**config.mk**
```make
export PLATFORM = sky130hd
export DESIGN_NAME = lut_sweep_unit
export DESIGN_NICKNAME = d
export VERILOG_FILES = /design/src/rtl/lut_sweep_unit.sv
export SDC_FILE = /design/constraint.sdc
export NUM_CORES = 1
export LEC_CHECK = 0
export CAP_MARGIN = 5
export CORE_MARGIN = 4
export CORE_UTILIZATION = 42
export CTS_CLUSTER_SIZE = 24
export DETAILED_ROUTE_END_ITERATION = 8
export GPL_TIMING_DRIVEN = 0
export PLACE_DENSITY = 0.69
export SYNTH_ARGS = -nofsm -noshare
export SYNTH_HDL_FRONTEND = slang
export SYNTH_SLANG_ARGS = --single-unit
export TNS_END_PERCENT = 30
```
**constraint.sdc**
```tcl
create_clock -name clk -period 2.4 [get_ports clk]
set_input_delay 0.48 -clock clk [delete_from_list [all_inputs] [get_ports clk]]
set_output_delay 0.48 -clock clk [all_outputs]
set_load 0.01 [all_outputs]
```
**src/rtl/lut_sweep_unit.sv**
```systemverilog
// Programmable N-input boolean function: a 2^N-bit truth table with a registered
// single-vector evaluate port and a sweep engine that streams every entry and counts ones.
module lut_sweep_unit #(
  parameter int unsigned         N    = 4,
  parameter logic [(2**N)-1:0]   INIT = 16'hAC3C
) (
  input  logic         clk,
  input  logic         rst,

  input  logic         cfg_we,
  input  logic [N-1:0] cfg_addr,
  input  logic         cfg_bit,

  input  logic         eval_valid,
  input  logic [N-1:0] eval_in,
  output logic         eval_out_valid,
  output logic         eval_out,

  input  logic         start,
  output logic         busy,
  output logic         sweep_valid,
  output logic [N-1:0] sweep_idx,
  output logic         sweep_val,
  output logic         done,
  output logic [N:0]   ones_count
);

  localparam int unsigned Entries = 2**N;
  localparam logic [N-1:0] LastIdx = {N{1'b1}};

  typedef enum logic [1:0] {StIdle, StSweep, StDone} state_e;

  state_e             state_q, state_d;
  logic [Entries-1:0] table_q;
  logic [N-1:0]       idx_q;
  logic [N:0]         count_q;
  logic               eval_out_q;
  logic               eval_valid_q;

  logic in_idle;
  logic in_sweep;
  logic last_idx;
  logic start_accept;
  logic cfg_accept;
  logic cur_bit;

  assign in_idle      = (state_q == StIdle);
  assign in_sweep     = (state_q == StSweep);
  assign last_idx     = (idx_q == LastIdx);
  assign start_accept = in_idle & start;
  // The table is only writable while no sweep is running.
  assign cfg_accept   = in_idle & cfg_we;
  assign cur_bit      = table_q[idx_q];

  // State register
  always_ff @(posedge clk) begin
    if (rst) begin
      state_q <= StIdle;
    end else begin
      state_q <= state_d;
    end
  end

  // Next-state logic
  always_comb begin
    state_d = state_q;
    unique case (state_q)
      StIdle:  if (start) state_d = StSweep;
      StSweep: if (last_idx) state_d = StDone;
      StDone:  state_d = StIdle;
      default: state_d = StIdle;
    endcase
  end

  // FSM outputs; idx/val are forced to zero outside the sweep window.
  always_comb begin
    busy        = 1'b0;
    sweep_valid = 1'b0;
    sweep_idx   = '0;
    sweep_val   = 1'b0;
    done        = 1'b0;
    unique case (state_q)
      StIdle: ;
      StSweep: begin
        busy        = 1'b1;
        sweep_valid = 1'b1;
        sweep_idx   = idx_q;
        sweep_val   = cur_bit;
      end
      StDone: begin
        busy = 1'b1;
        done = 1'b1;
      end
      default: ;
    endcase
  end

  // Truth table
  always_ff @(posedge clk) begin
    if (rst) begin
      table_q <= INIT;
    end else if (cfg_accept) begin
      table_q[cfg_addr] <= cfg_bit;
    end
  end

  // Sweep index and ones counter
  always_ff @(posedge clk) begin
    if (rst) begin
      idx_q   <= '0;
      count_q <= '0;
    end else if (start_accept) begin
      idx_q   <= '0;
      count_q <= '0;
    end else if (in_sweep) begin
      count_q <= count_q + {{N{1'b0}}, cur_bit};
      if (!last_idx) begin
        idx_q <= idx_q + 1'b1;
      end
    end
  end

  // Evaluate port; reads the pre-write table, so a same-cycle cfg write is not seen.
  always_ff @(posedge clk) begin
    if (rst) begin
      eval_out_q   <= 1'b0;
      eval_valid_q <= 1'b0;
    end else begin
      eval_valid_q <= eval_valid;
      if (eval_valid) begin
        eval_out_q <= table_q[eval_in];
      end
    end
  end

  assign eval_out_valid = eval_valid_q;
  assign eval_out       = eval_out_q;
  assign ones_count     = count_q;

endmodule

```
==> metrics.md <==
| Metric | Value |
|---|---|
| Unrepaired setup endpoints after global routing | false |
| HP Class | register to register |
| Final design utilization | 0.549 |
| Global route overflow | 0 |
| Vias per cell | 5.25 |
| DIE AREA | 4920 µm² |
| Syn Area/Cell | 8.95 µm² |
| Max rail drop VDD | 0.000382 V |
| Final hold violation count | 0 |
| Syn_nets | 202 |
| Worst EP required | 1.92 ns |
| Cell Rows | 22 |
| Port bufs | 25 |
| H-tree levels | 2 |
| Relative slew slack | 0.683 |
| Vias in the first global route | 1258 |
| EDFF count, synth | 0 |
| Post-Syn Area | 1620 µm² |
| Nets | 234 |
| Placed Cells | 254 |
| Post-Synthesis Cells | 181 |
| Worst-Margin Slew | 0.475 ns |
| Clk_skew | 0.00363 ns |
| Crit path launch type | register |
| Gr usage total | 0.154 |
| DRT iter0 DRCs | 54 |
| Critical path's slowest cell | clkdlybuf4s50_1 |
| Number of I/O pins | 29 |
| Clk sink count | 29 |
| Die Wd | 70.1 µm |
| CP Capture Type | output pin |
| 1st-pass router iterations | 4 |
| Crit-path cells | inv_1, ha_4, buf_4, inv_1, nor2_1, clkdlybuf4s50_1 |
| Setup violators final | 0 |
| WL final | 3560 µm |
| Crit Path Category | register to output pin |
| Period utilization | 0.948 |
| CP top delay family | buffers and inverters |
| Final HPWL DP | 2650 µm |
| Status | finished clean |
| Fillers | 348 |
| Share of layout cells above drive strength 1 | 0.103 |
| Critical Path Max Stage Delay | 0.54 ns |
| Gpl congestion | 0.722 |
| Root buffer cell | clkbuf_8 |
| Leak | 0.743 nW |
| Critical Path AT | 1.80 ns |
| CTS Hold Bufs | 0 |
| Initial Util | 0.439 |
| Asr flop ratio synth | 0 |
| Top_reg_cell synth | dfxtp_1 |
| Antenna Cells | 0 |
| Period minus WS final | 2.28 ns |
| Average wire per standard cell | 13.6 µm |
| Total power after layout | 1.35 mW |
| Via Count | 1376 |
| Synth-to-layout area growth | 25.0% |
| Initial antenna violation count | 0 |
| Core ar. | 3690 µm² |
| Vert. Die Dim | 70.1 µm |
| Total CTS buffers | 5 |
| Clk_lat worst skew | 0.28 ns |
| Register area share after synthesis | 0.358 |
| CTS max path bufs | 2 |
| Most frequent CP cell | inv_1 |
| TritonCTS clock tree | done |
| Max Freq | 439 MHz |
| Max-slew violations | 0 |
| CP bufs+invs | 4 |
| Number of max-cap violations | 0 |
| DRC Markers | 0 |
| Detail Route Antenna Nets | 0 |
| Global-route wire length before repair | 5930 µm |
| CP max FO | 10 |
| YS warnings | 0 |
| Non-filler instance count after layout | 262 |
| Pwr dens | 667 nW/µm² |
| Largest net degree at the start of global routing | 11 |
| CTS clk-pin slew, worst paths | 0.06 ns |
| Synth Register Bits | 29 |
| Yosys cell types | 33 |
## cell usage after synthesis, drive strengths merged, types with 6 or more instances
cell     n  area (µm²)
nor2    25        93.8
clkbuf   8        30.0
nand3b   6        45.0
nor3     6        30.0
mux2i   13         130
nand3    6        30.0
mux4     6         146
a21oi    9        45.0
inv      6        22.5
o21ai    9        45.0
dfxtp   29         581
ha       7        87.6
nand2   16        60.1
## stage by stage
stage | hold slack (ns) | TNS (ns) | worst slack [ns] | instance area, µm²
detailed placement | 0.449 | -0.0432 | -0.0432 | 1930
CTS | 0.467 | 0 | 0.00687 | 2020
floorplan | 0.446 | 0 | 0.260 | 1620
global route | 0.510 | 0 | 0.0282 | 2030
global placement | 0.448 | -0.0585 | -0.0585 | 1930
finish | 0.466 | 0 | 0.124 | 2030
## sequential cells by signal (all words and copies together), names as in the netlist
signal          cells
eval_out            1
eval_out_valid      1
idx_q               4
ones_count          5
state_q             2
table_q            16
## layout make-up
| class | count | area [µm²] | area share |
|---|---|---|---|
| sequential | 29 | 582 | 0.287 |
| timing repair buffer | 26 | 253 | 0.125 |
| clock buffer | 6 | 72.6 | 0.0358 |
| clock inverter | 2 | 10.0 | 0.00494 |
| multi-input combinational | 136 | 980 | 0.484 |
| buffer | 9 | 46.3 | 0.0229 |
| inverter | 6 | 22.5 | 0.0111 |
| tap | 48 | 60.1 | 0.0296 |
## worst reg2reg max path: cells and delay by family, from the launching register on
| kind | cells | cell delay, ns |
|---|---|---|
| compound gates | 2 | 0.24 |
| flops | 1 | 0.34 |
| simple gates | 3 | 0.33 |
| buf+inv | 1 | 0.13 |
| xor+xnor | 1 | 0.17 |
| mux | 1 | 0.49 |
| fa+ha+maj | 2 | 0.40 |
## per-layer routing
layer  GRT usage  wire length [µm]  share of wire
met4      0.0574                59          0.017
met3      0.0590               176          0.049
met5           0                 0              0
met1       0.185              1660           0.47
met2       0.250              1660           0.47
## layout by cell type, fill, tap and decap left out, types with 2 or more instances in the layout
| cell | count |
|---|---|
| a211oi_1 | 2 |
| a21oi_1 | 9 |
| a22oi_1 | 2 |
| and2_1 | 2 |
| buf_4 | 2 |
| clkbuf_1 | 7 |
| clkbuf_8 | 5 |
| clkdlybuf4s50_1 | 24 |
| clkinv_2 | 2 |
| dfxtp_1 | 28 |
| ha_1 | 6 |
| inv_1 | 6 |
| mux2i_1 | 13 |
| mux4_1 | 2 |
| mux4_2 | 4 |
| nand2_1 | 16 |
| nand2b_1 | 4 |
| nand3_1 | 6 |
| nand3b_1 | 6 |
| nand4_1 | 3 |
| nand4b_1 | 2 |
| nor2_1 | 25 |
| nor2b_1 | 4 |
| nor3_1 | 6 |
| o2111ai_1 | 2 |
| o21ai_0 | 9 |
| xor2_1 | 4 |
## cell families (layout without fill, tap and decap cells)
logic type / after synthesis / in the layout / synth area share
simple gates: 78 / 78 / 0.245
flops: 29 / 29 / 0.358
xor+xnor: 4 / 4 / 0.0216
fa+ha+maj: 7 / 7 / 0.0541
buf+inv: 16 / 49 / 0.0425
mux: 19 / 19 / 0.171
compound gates: 28 / 28 / 0.108
## power breakdown
part / internal [mW] / switching (mW)
combinational: 0.207 / 0.220
clock: 0.200 / 0.184
sequential: 0.512 / 0.0265
## path summary, 6_finish.rpt
kind	startpoint	endpoint	slack, ns	depth (start not counted)
setup / recovery	state_q[1]	sweep_idx[3]	0.12	6
hold reg to reg	eval_out	eval_out	0.47	2
hold / removal	eval_out	eval_out	0.47	2
setup reg to reg	idx_q[0]	ones_count[4]	0.19	10
## what timing repair did
| item | CTS | global route |
|---|---|---|
| endpoints found under the setup margin | 4 | 4 |
| setup buffers | 1 | 0 |
| resized for setup | 7 | 3 |
| pin swaps | 1 | 0 |
(Power assumes the default switching activity.)
